===== src/rtl/folding2_pkg.sv =====
// Shared constants and types for the folding_2 feeder and its FIFO.
package folding2_pkg;

    localparam int N_DEF     = 16;
    localparam int DEPTH_DEF = 4;
    localparam int FOLD      = 2;
    localparam int A_RST_DEF = 2;
    localparam int B_RST_DEF = 3;
    localparam int UCNT_W    = 8;

    // Fold phase: PH_FIRST drives switch=1, PH_SECOND drives switch=0.
    // The edge leaving PH_SECOND is the fold boundary.
    typedef enum logic {
        PH_SECOND = 1'b0,
        PH_FIRST  = 1'b1
    } phase_e;

    // Increment that sticks at all-ones instead of wrapping.
    function automatic logic [UCNT_W-1:0] sat_inc(input logic [UCNT_W-1:0] v);
        return (v == {UCNT_W{1'b1}}) ? v : v + UCNT_W'(1);
    endfunction

endpackage


===== src/rtl/fold_fifo.sv =====
// Small synchronous FIFO with extra-MSB pointers; full/empty come from
// comparing pointer MSBs, the read port is a direct look at the head entry.
module fold_fifo #(
    parameter int W     = 16,
    parameter int DEPTH = 4,
    localparam int AW   = $clog2(DEPTH),
    localparam int PW   = AW + 1
) (
    input  logic          clk,
    input  logic          rst,
    input  logic          push,
    input  logic [W-1:0]  wdata,
    input  logic          pop,
    output logic [W-1:0]  rdata,
    output logic          full,
    output logic          empty,
    output logic [PW-1:0] count
);

    logic [W-1:0]  mem_q [DEPTH];
    logic [W-1:0]  mem_d [DEPTH];
    logic [PW-1:0] wr_ptr_q, wr_ptr_d;
    logic [PW-1:0] rd_ptr_q, rd_ptr_d;
    logic          do_push;
    logic          do_pop;

    assign empty   = (wr_ptr_q == rd_ptr_q);
    assign full    = (wr_ptr_q[PW-1] != rd_ptr_q[PW-1]) &&
                     (wr_ptr_q[AW-1:0] == rd_ptr_q[AW-1:0]);
    assign count   = wr_ptr_q - rd_ptr_q;
    assign rdata   = mem_q[rd_ptr_q[AW-1:0]];
    assign do_push = push && !full;
    assign do_pop  = pop && !empty;

    // Next-state: write at the tail, advance pointers independently so a
    // simultaneous push and pop leaves the count unchanged.
    always_comb begin
        mem_d    = mem_q;
        wr_ptr_d = wr_ptr_q;
        rd_ptr_d = rd_ptr_q;
        if (do_push) begin
            mem_d[wr_ptr_q[AW-1:0]] = wdata;
            wr_ptr_d                = wr_ptr_q + PW'(1);
        end
        if (do_pop) begin
            rd_ptr_d = rd_ptr_q + PW'(1);
        end
    end

    // Storage and pointer registers; reset discards anything queued.
    always_ff @(posedge clk or posedge rst) begin
        if (rst) begin
            wr_ptr_q <= '0;
            rd_ptr_q <= '0;
            for (int i = 0; i < DEPTH; i++) begin
                mem_q[i] <= '0;
            end
        end else begin
            wr_ptr_q <= wr_ptr_d;
            rd_ptr_q <= rd_ptr_d;
            mem_q    <= mem_d;
        end
    end

endmodule


===== src/rtl/folding_2_feeder.sv =====
// Feeder for folding_2: buffers a valid/ready sample stream and replays it
// one sample per 2-clock fold period, with phase, coefficient shadowing and
// underrun accounting.
module folding_2_feeder
    import folding2_pkg::*;
#(
    parameter int N     = N_DEF,
    parameter int DEPTH = DEPTH_DEF,
    parameter int A_RST = A_RST_DEF,
    parameter int B_RST = B_RST_DEF
) (
    input  logic              clk,
    input  logic              rst,
    input  logic [N-1:0]      s_data,
    input  logic              s_valid,
    output logic              s_ready,
    input  logic [N-1:0]      a_in,
    input  logic [N-1:0]      b_in,
    input  logic              coef_load,
    output logic [N-1:0]      Xn,
    output logic              x_valid,
    output logic              switch,
    output logic [N-1:0]      a,
    output logic [N-1:0]      b,
    output logic [UCNT_W-1:0] underrun_cnt
);

    localparam int PW = $clog2(DEPTH) + 1;

    logic [N-1:0]      fifo_head;
    logic              fifo_full;
    logic              fifo_empty;
    logic [PW-1:0]     fifo_count;
    logic              fifo_unused;
    logic              push;
    logic              pop;
    logic              boundary;

    phase_e            phase_q, phase_d;
    logic [N-1:0]      xn_q, xn_d;
    logic              x_valid_q, x_valid_d;
    logic [N-1:0]      a_q, a_d;
    logic [N-1:0]      b_q, b_d;
    logic [N-1:0]      a_sh_q, a_sh_d;
    logic [N-1:0]      b_sh_q, b_sh_d;
    logic              pend_q, pend_d;
    logic              run_q, run_d;
    logic [UCNT_W-1:0] ucnt_q, ucnt_d;

    // Backpressure comes from the registered count; full is implied by it.
    assign s_ready     = !rst && (fifo_count < PW'(DEPTH));
    assign fifo_unused = fifo_full;
    assign push        = s_valid && s_ready;
    // The edge that leaves the switch=0 half-period starts a new fold period.
    assign boundary    = (phase_q == PH_SECOND);
    // Pop decision looks at the FIFO before the edge, so a sample pushed on a
    // boundary edge is never consumed on that same edge.
    assign pop         = boundary && !fifo_empty;

    fold_fifo #(
        .W     (N),
        .DEPTH (DEPTH)
    ) u_fifo (
        .clk   (clk),
        .rst   (rst),
        .push  (push),
        .wdata (s_data),
        .pop   (pop),
        .rdata (fifo_head),
        .full  (fifo_full),
        .empty (fifo_empty),
        .count (fifo_count)
    );

    // Next-state for phase, sample output, coefficients and underrun count.
    always_comb begin
        phase_d   = (phase_q == PH_FIRST) ? PH_SECOND : PH_FIRST;
        xn_d      = xn_q;
        x_valid_d = x_valid_q;
        a_d       = a_q;
        b_d       = b_q;
        a_sh_d    = a_sh_q;
        b_sh_d    = b_sh_q;
        pend_d    = pend_q;
        ucnt_d    = ucnt_q;
        run_d     = run_q || push;

        if (boundary) begin
            if (!fifo_empty) begin
                xn_d      = fifo_head;
                x_valid_d = 1'b1;
            end else begin
                xn_d      = '0;
                x_valid_d = 1'b0;
                // Bubbles before the first ever sample are start-up, not underrun.
                if (run_q) begin
                    ucnt_d = sat_inc(ucnt_q);
                end
            end
            if (pend_q) begin
                a_d    = a_sh_q;
                b_d    = b_sh_q;
                pend_d = 1'b0;
            end
        end

        // A load always re-arms pend, so a load on a boundary edge waits for
        // the following boundary and the newest load overrides older ones.
        if (coef_load) begin
            a_sh_d = a_in;
            b_sh_d = b_in;
            pend_d = 1'b1;
        end
    end

    // State registers; reset forces outputs immediately, independent of clk.
    always_ff @(posedge clk or posedge rst) begin
        if (rst) begin
            phase_q   <= PH_FIRST;
            xn_q      <= '0;
            x_valid_q <= 1'b0;
            a_q       <= N'(A_RST);
            b_q       <= N'(B_RST);
            a_sh_q    <= '0;
            b_sh_q    <= '0;
            pend_q    <= 1'b0;
            run_q     <= 1'b0;
            ucnt_q    <= '0;
        end else begin
            phase_q   <= phase_d;
            xn_q      <= xn_d;
            x_valid_q <= x_valid_d;
            a_q       <= a_d;
            b_q       <= b_d;
            a_sh_q    <= a_sh_d;
            b_sh_q    <= b_sh_d;
            pend_q    <= pend_d;
            run_q     <= run_d;
            ucnt_q    <= ucnt_d;
        end
    end

    assign Xn           = xn_q;
    assign x_valid      = x_valid_q;
    assign switch       = (phase_q == PH_FIRST);
    assign a            = a_q;
    assign b            = b_q;
    assign underrun_cnt = ucnt_q;

endmodule


===== config.mk =====
export PLATFORM = sky130hd
export DESIGN_NAME = folding_2_feeder
export DESIGN_NICKNAME = d
export VERILOG_FILES = /design/src/rtl/folding2_pkg.sv /design/src/rtl/fold_fifo.sv /design/src/rtl/folding_2_feeder.sv
export SDC_FILE = /design/constraint.sdc
export NUM_CORES = 1
export LEC_CHECK = 0
export ABC_AREA = 0
export ABC_CLOCK_PERIOD_IN_PS = 6400
export CORE_MARGIN = 8
export CORE_UTILIZATION = 45
export DETAILED_ROUTE_END_ITERATION = 8
export DONT_BUFFER_PORTS = 1
export GPL_TIMING_DRIVEN = 0
export RECOVER_POWER = 100
export REMOVE_ABC_BUFFERS = 1
export SLEW_MARGIN = 20
export SYNTH_ARGS = -nofsm -noshare
export SYNTH_HDL_FRONTEND = slang
export SYNTH_SLANG_ARGS = --single-unit

===== constraint.sdc =====
create_clock -name clk -period 6.4 [get_ports clk]
set_clock_uncertainty 0.2 [all_clocks]
set_input_delay 0.64 -clock clk [delete_from_list [all_inputs] [get_ports clk]]
set_output_delay 0.64 -clock clk [all_outputs]
set_load 0.005 [all_outputs]

; ---- Word level (Yosys, flattened, before mapping)
; Index checks and enable logic that the tools add are counted.
; W data, S select, Z words.
[totals]
register_bits = 162
word_cells = 57
input_bits = 52
[op_classes]
order_cmp = 4
n_bitwise = 4
reduce_logical = 13
muxes = 11
addsub = 4
n_eq_ne = 5
[ops]
columns = operator, n
row1 = $bwmux W64, 1
row2 = $mux W16, 4
row3 = $bmux W16 S2, 1
row4 = $demux W16 S2, 1
row5 = $add A8 B1 Y8 const B, 1
row6 = $eq A8 B8 Y1 const B, 1
row7 = $logic_and A1 B1 Y1, 7
row8 = $add A3 B1 Y3 const B, 2
row9 = $ge A3 B3 Y1 const B, 2
row10 = $not A2 Y3, 2
row11 = $mux W1, 4
row12 = $reduce_and A4 Y1, 1
row13 = $eq A3 B3 Y1, 1
row14 = $logic_not A1 Y1, 3
row15 = $lt A3 B1 Y1 const B, 1
row16 = $lt A3 B3 Y1 const B, 1
row17 = $sub A3 B3 Y3, 1
row18 = $eq A2 B2 Y1, 1
row19 = $ne A2 B2 Y1 const B, 1
row20 = $not A1 Y1, 2
row21 = $reduce_and A2 Y1, 1
row22 = $logic_or A1 B1 Y1, 1
row23 = $ne A1 B1 Y1, 1

; ---- Logic depth before layout (Yosys ltp)
; Gate-level depths: netlist of the first run.
[logic_depth]
ltp_word = 6
depth_mapped = 9

; ---- Modules after synthesis
; From an unflattened synthesis of the first run, not the netlist that was laid out.
[unflattened]
cells_unflattened = 422
area_unflattened_um2 = 6746.5
[modules_own_cells]
columns = module, n_inst, cells_per_inst, area_per_inst_um2, seq_area_each_um2
row1 = folding_2_feeder, 1, 222, 3498.4, 2307.2
row2 = fold_fifo, 1, 200, 3248.1, 1751.7

; ---- Least setup slack after synthesis of the first run
; No wires, ideal clock.
[synth_path]
path_kind = input to register
startpoint = input rst
endpoint = register run_q
path_stages = 3
t_arrival_ps = 4314
n_path_buf = 0
setup_slack_ps = 1798
t_required_ps = 6113
path_cell_list = inv_1 -> nand2_1 -> o21bai_1
[synth_between]
elab_chain_cells = 4
[synth_lines]
columns = element, line
row1 = from (decl), folding_2_feeder.sv:13  ; input logic rst,
row2 = $logic_not A1 Y1 (no source line), -
row3 = $logic_and A1 B1 Y1, folding_2_feeder.sv:51  ; assign s_ready = !rst && (fifo_count < PW'(DEPTH));
row4 = $logic_and A1 B1 Y1, folding_2_feeder.sv:53  ; assign push = s_valid && s_ready;
row5 = $logic_or A1 B1 Y1, folding_2_feeder.sv:86  ; run_d = run_q || push;
row6 = named net run_d, folding_2_feeder.sv:47  ; logic run_q, run_d;
row7 = to (signal assigned), folding_2_feeder.sv:138  ; run_q <= run_d;
row8 = to (decl), folding_2_feeder.sv:47
; The timed path passes the listed nets, and every way through them passes these cells.
; A chain may end at the register's enable or synchronous reset.

; ---- Worst setup path in the final report of the first run
[layout_path]
startpoint = register u_fifo.rd_ptr_q[1]
endpoint = register u_fifo.mem_q[5] (netlist bit)
[layout_between]
elab_chain_cells = 5
word_cells_on_any_way = 8
cone_classes = add/sub: 1 / order compare: 1 / eq/ne: 1 / reduce/logical: 5
[layout_lines]
columns = element, line
row1 = from (decl), fold_fifo.sv:23  ; logic [PW-1:0] rd_ptr_q, rd_ptr_d;
row2 = from (signal assigned), fold_fifo.sv:60  ; rd_ptr_q <= rd_ptr_d;
row3 = $sub A3 B3 Y3, fold_fifo.sv:30  ; assign count = wr_ptr_q - rd_ptr_q;
row4 = $lt A3 B3 Y1, folding_2_feeder.sv:51
row5 = $logic_and A1 B1 Y1, folding_2_feeder.sv:51
row6 = $logic_and A1 B1 Y1, folding_2_feeder.sv:53
row7 = $logic_and A1 B1 Y1 (*), fold_fifo.sv:32  ; assign do_push = push && !full;
row8 = to (signal assigned), fold_fifo.sv:61  ; mem_q <= mem_d;
row9 = to (decl), fold_fifo.sv:20  ; logic [W-1:0] mem_q [DEPTH];
; Every way passes the cells marked *; elsewhere a longest branch is shown, timed or not.

==> metrics.cfg, run 1 <==
[outcome]
violations=max-capacitance violations, max-slew violations
outcome=complete, but fails checks

[critical_path]
startpoint_type=register
required_ps=6490
critical_path.max_stage_delay_ps=1770
crit_slowest_cell=o211ai_1
crit_path_max_fanout=18
worstSetupEndpointType=register
cp.arrival_ps=4510
cp_cell_sequence=inv_1, ha_1, nand2b_1, a21oi_1, o211ai_1, mux2_2
path_class=register to register

[clock_network]
root_buffer=clkbuf_16
cts_buffer_depth=2
cts_setup_buffers=0
cts_tree=built
clk_latency_ps=410
clock-sinks=162
ctsResizeCount=0
clkTransAtPathRegs_ps=60
hold_buffers=1
cts_max_level=4
numCtsBuffers=17

[drt]
ant_nets=0
drt_iter0_drc=172
firstDrtPassIters=4
post_drt_wl_per_cell_um=21.60
vias=3422
drcViolationCount=0
vias_per_cell=5.573
totalWireLength_um=13260

[sta]
hold_viol=0
finalSetupViolCount=0
slew_violations=182
worst_hold_slack_ps=140.0
post-route-period-util_pct=69.11
worst_pin_slew_ps=2352
rsz0062_at_grt=no
max_freq_mhz=226.1
slew_headroom_pct=-57.51
period_needed_ps=4423

[layout]
synthToLayoutAreaGrowth_pct=8.262
drive_above_1_share_pct=41.55
post-route-util_pct=49.19
n_antenna_cell=0
finalNetCount=474

[logic_synthesis]
syn_area_sq_um=6830
ys_ff_latch=162
avgSynthCellArea_sq_um=16.54
synthFlopType=dfrtp_1
synth_area_leaders=dfrtp_1 58%, mux2_2 15%, mux2_4 8.6%, mux4_2 5.3%, a22o_1 2.1%
synth-warning-count=0
yosysTopAreaCellShare_pct=57.89
syn_inst=413
synth-async-reset-ratio_pct=100.0
synth_area_leader_cell=dfrtp_1
ys_types=36
synth_edf_count=0
ys_seq_area_share_pct=59.42

[floorplan]
die-area_sq_um=19380
die_w_um=139.2
io_pins=111
die_y_um=139.2
core_region_area_sq_um=15030
fp-row-count=45
initial_core_util_pct=45.43

[placed_design]
io_buffers=0
post-dp-hpwl_um=8518
gp_congestion=0.7137

[grt]
antenna_found_initial=0
grt_max_degree=92
grt_pass1_vias=3742
grt_first_pass_wirelength_um=21890
grt_overflow=0
grt_util_all_layers_pct=14.54

[power]
powerDensity_nw_per_um2=454.2
ir_drop_v=0.0002306
power.leakage_nw=3.242

[job]
cap_violations=6

[hold_path]
worstHoldPathType=input port to register

## final timing paths
path,from,end,slack [ps],cells after the start
max in group asynchronous,rst,u_fifo.rd_ptr_q[0]$_DFFE_PP0P_,2740,3
max,u_fifo.rd_ptr_q[1]$_DFFE_PP0P_,u_fifo.mem_q[5]$_DFFE_PP0P_,1980,6
max reg2reg,u_fifo.rd_ptr_q[1]$_DFFE_PP0P_,u_fifo.mem_q[5]$_DFFE_PP0P_,1980,6
min reg2reg,run_q$_DFF_PP0_,run_q$_DFF_PP0_,280,1
min,coef_load,pend_q$_DFFE_PP0P_,140,1
min in group asynchronous,rst,run_q$_DFF_PP0_,580,2
## through the flow
stage          instances  total power, mW  worst slack, ps  setup TNS [ps]  area, sq um
5_1_grt              614            3.557             1823               0         7395
3_5_place_dp         582            2.525             2907               0         7008
4_1_cts              614            3.532             2532               0         7599
2_1_floorplan        393            2.303             1171               0         6719
3_3_place_gp         581            2.465           -397.3          -61070         6954
6_report             614            3.359             1977               0         7395
## layout make-up
| cell class | instances | area (sq um) |
|---|---|---|
| clock buffers | 22 | 474.2 |
| clock inverters | 9 | 106.4 |
| fillers | 1316 | 7639 |
| inverters | 7 | 33.78 |
| multi-input cells | 224 | 2470 |
| flip-flops and latches | 162 | 4060 |
| well taps | 188 | 235.2 |
| repair buffers | 2 | 15.01 |
## sequential cells by signal, summed over array words and instances, names as in the netlist, 3 cells and up
name and cells:
u_fifo.mem_q 64, Xn 16, a 16, a_sh_q 16
b 16, b_sh_q 16, underrun_cnt 8, u_fifo.rd_ptr_q 3
u_fifo.wr_ptr_q 3
## power breakdown
part           switching, mW  leakage, nW  internal (mW)
sequential             0.271         1.96           1.34
combinational          0.269         1.01          0.492
clock                  0.385        0.278          0.602
total                  0.924         3.24           2.43
## cell usage in the layout, fill, tap and decap left out, drive strengths merged, types with 3 or more instances in the layout
cell type	count
ha	8
inv	7
mux2	131
dfrtp	158
dfstp	4
xnor2	8
mux4	16
nor2	4
clkinv	4
o21ai	3
o211ai	4
nand2	6
nand3	4
nand4	3
a22o	16
clkinvlp	3
clkbuf	23
## synth_stat cells (2+ instances only)
cell and instances:
dfrtp_1 158, mux2_2 92, mux2_4 39, a22o_1 16
mux4_2 16, clkbuf_1 10, ha_1 8, xnor2_1 8
inv_1 7, nand2_1 6, buf_2 4, buf_6 4
dfstp_2 4, nand3_1 4, nor2_1 4, o211ai_4 4
nand4_1 3, o21ai_0 3, a31oi_1 2, and3_1 2
nand2b_1 2, nor2b_1 2, xor2_1 2
## per-layer routing
metal | vias up | part of all wire, % | GRT usage [%]
met1 | 1792 | 45 | 18.65
li1 | 1513 | - | -
met4 | 0 | 1.5 | 5.373
met2 | 100 | 46 | 22.08
met3 | 17 | 7.4 | 5.439
met5 | - | 0 | 0
## critical path: cells and delay by family, from the launching register on
kind            cells  cell delay, ps
buf+inv             1             180
fa+ha+maj           1             440
simple gates        1             130
compound gates      2            1940
mux                 1             460
flops               1             940
## kinds of logic (layout without fill, tap and decap cells)
logic type	after synthesis	in the layout	synth area share [%]
compound gates	32	32	4.653
xor+xnor	10	10	1.282
fa+ha+maj	8	8	1.466
buf+inv	27	40	2.015
flops	162	162	59.42
mux	148	148	29.16
simple gates	26	26	1.997
Power figures use the tool's default switching activity.
==> inputs of run 2 (changes only) <==
ABC_AREA = 1   (was 0)
ABC_CLOCK_PERIOD_IN_PS = 3810   (was 6400)
clock period = 3.81 ns   (was 6.4 ns; I/O delays follow)
==> run 2 against run 1 <==
The run now ends clean. Routed wire length grew 37%. Global-route usage is 4.3 points higher. Critical path depth grew 5. Fmax rose by 25%. Critical path type unchanged. Largest cell class unchanged.
==> metrics.cfg, run 2 <==
[drt]
drt_iter0_drc=455
ant_nets=0
totalWireLength_um=18110
drcViolationCount=0
vias=5583
post_drt_wl_per_cell_um=17.48
firstDrtPassIters=5
vias_per_cell=5.389

[layout]
drive_above_1_share_pct=6.068
final_common_cell=nand2_1
fin_cells=1036
largest_reg_flops=64
most-common-layout-cells=255 x nand2_1, 157 x dfrtp_1, 115 x o21ai_0
regMostFlops=u_fifo.mem_q
finalNetCount=871
fillers=1368
synthToLayoutAreaGrowth_pct=17.05
fin_area_sq_um=8263

[power]
ir_drop_v=0.0004158
power.leakage_nw=3.968
powerDensity_nw_per_um2=742.9

[sta]
slew_violations=0
post-route-period-util_pct=92.60
layout_setup_ws_ps=281.8
max_freq_mhz=283.4
rsz0062_at_grt=no
finalSetupViolCount=0
worst_pin_slew_ps=1456
worst_hold_slack_ps=107.8
hold_viol=0
slew_headroom_pct=2.903
period_needed_ps=3528

[floorplan]
core_region_area_sq_um=15260
initial_core_util_pct=46.26
die_y_um=141.3
die_w_um=141.3
fp-row-count=45
die-area_sq_um=19950
io_pins=111

[critical_path]
r2r_start=u_fifo.rd_ptr_q[1]$_DFFE_PP0P_
cp-startpoint=u_fifo.rd_ptr_q[1]$_DFFE_PP0P_
crit_path_max_fanout=37
r2r_cells=11
path_class=register to register
worstSetupEndpointType=register
startpoint_type=register
required_ps=3920
r2r_slack_ps=280
cp.arrival_ps=3640

[placed_design]
io_buffers=0
place_inst=949
gp_congestion=0.7523
pre_cts_ws_ps=-212.2
post-dp-hpwl_um=10460
placed_area_sq_um=7162

[grt]
grt_pass1_vias=5683
grt_first_pass_wirelength_um=29690
grt_max_degree=110
antenna_found_initial=1
grt_util_all_layers_pct=18.82
grt_overflow=0

[logic_synthesis]
avgSynthCellArea_sq_um=8.958
ys_types=27
yosysMostFrequentCell=nand2_1
synth-warning-count=0
synth_area_leaders=dfrtp_1 56%, nand2_1 14%, o21ai_0 8.2%, nand4_1 5.8%, inv_1 2.5%
ys_ff_latch=162
synth_area_leader_cell=dfrtp_1
ys_seq_area_share_pct=57.50
synth-async-reset-ratio_pct=100.0
yosysTopAreaCellShare_pct=56.01
synthTopCellsByCount=254 x nand2_1, 158 x dfrtp_1, 115 x o21ai_0
syn_inst=788
synth_edf_count=0
syn_area_sq_um=7059
synthFlopType=dfrtp_1

[hold_path]
min_path_cells=3
worstHoldPathType=input port to register
min-delay-start=coef_load

[job]
cap_violations=0

[clock_network]
clk_latency_ps=430
clkTransAtPathRegs_ps=70
numCtsBuffers=17
root_buffer=clkbuf_16
cts_buffer_depth=2
cts_tree=built
clock-sinks=162
cts_max_level=4

[outcome]
outcome=finished, final reports clean

run 2: cell types whose count changed in the layout (fill, tap and decap cells not counted), moves of 5 or more:
cell / before / now
mux2_4: 11 / 0
inv_1: 6 / 45
dlygate4sd3_1: 1 / 49
nor2_1: 4 / 36
o21ai_0: 3 / 115
nand2_1: 6 / 255
mux2_2: 117 / 0
a22o_1: 16 / 0
mux4_2: 16 / 0
xnor2_1: 8 / 3
nand3_4: 0 / 5
nand4_1: 3 / 66
o22a_1: 0 / 16
run 2: metrics by stage:
stage | utilization [%] | power (mW) | setup TNS, ps
2_1_floorplan | - | 3.747 | -309900
3_3_place_gp | 46.47 | 4.228 | -690490
6_report | 54.15 | 6.138 | 0
4_1_cts | 54.28 | 6.156 | 0
5_1_grt | 54.15 | 6.539 | 0
3_5_place_dp | 46.94 | 4.316 | -9860
run 2: final timing paths:
check / to
setup / recovery: u_fifo.mem_q[2]$_DFFE_PP0P_
hold / removal: b_sh_q[14]$_DFFE_PP0P_
setup reg to reg: u_fifo.mem_q[2]$_DFFE_PP0P_
hold reg to reg: u_fifo.mem_q[19]$_DFFE_PP0P_
max in group asynchronous: u_fifo.mem_q[30]$_DFFE_PP0P_
min in group asynchronous: underrun_cnt[2]$_DFFE_PP0P_
run 2: logic make-up (layout without fill, tap and decap cells):
group	count (synthesis)	in the layout	synth area share, %
AOI/OAI and AO/OA	135	135	10.49
xor gates and xnor gates	7	7	0.8685
adders and majority gates	8	8	1.418
buffers and inverters	101	136	5.902
DFF	162	162	57.50
other	0	1	0
and+or+nand+nor	375	376	23.82
run 2: repair_timing:
| action | in CTS | in global routing |
|---|---|---|
| buffers inserted | 0 | 3 |
| hold buffers | 50 | 0 |
| pin swaps | 1 | 0 |
| hold endpoints to repair | 150 | 0 |
| resized for setup | 0 | 1 |
| setup endpoints to repair | 65 | 65 |
| gates cloned | 1 | 0 |
run 2: per-layer routing:
layer	GRT usage [%]	vias to the layer above	wire length (um)
li1	-	2657	-
met1	23.73	2718	7792
met2	30.27	173	8687
met3	4.965	35	1208
met4	7.692	0	420
met5	0	-	0
run 2: report_power, final:
group	switching (mW)	internal (mW)
Clock	0.700	1.03
Combinational	1.18	0.596
Sequential	0.422	2.21
run 2: final cells by class:
class                      instances  area (sq um)  share of cell area (%)
antenna                            1         2.502                 0.03028
clock buffer                      20         436.7                   5.285
clock inverter                    12         161.4                   1.953
inverter                          49         195.2                   2.362
multi-input combinational        526          2597                   31.44
sequential                       162          4060                   49.14
tap                              211         264.0                   3.195
timing repair buffer              55         545.5                   6.602
run 2: worst max-delay path, cell delays in order, from the launching register on:
cell and delay (ps):
dfrtp_1 860, clkinvlp_4 180, buf_4 220, ha_1 340, nand2_1 80, nand2_1 40, nand2_1 100, nand3_4 170
nor2_8 560, nand3_4 410, nand2_1 160, nand2_1 70
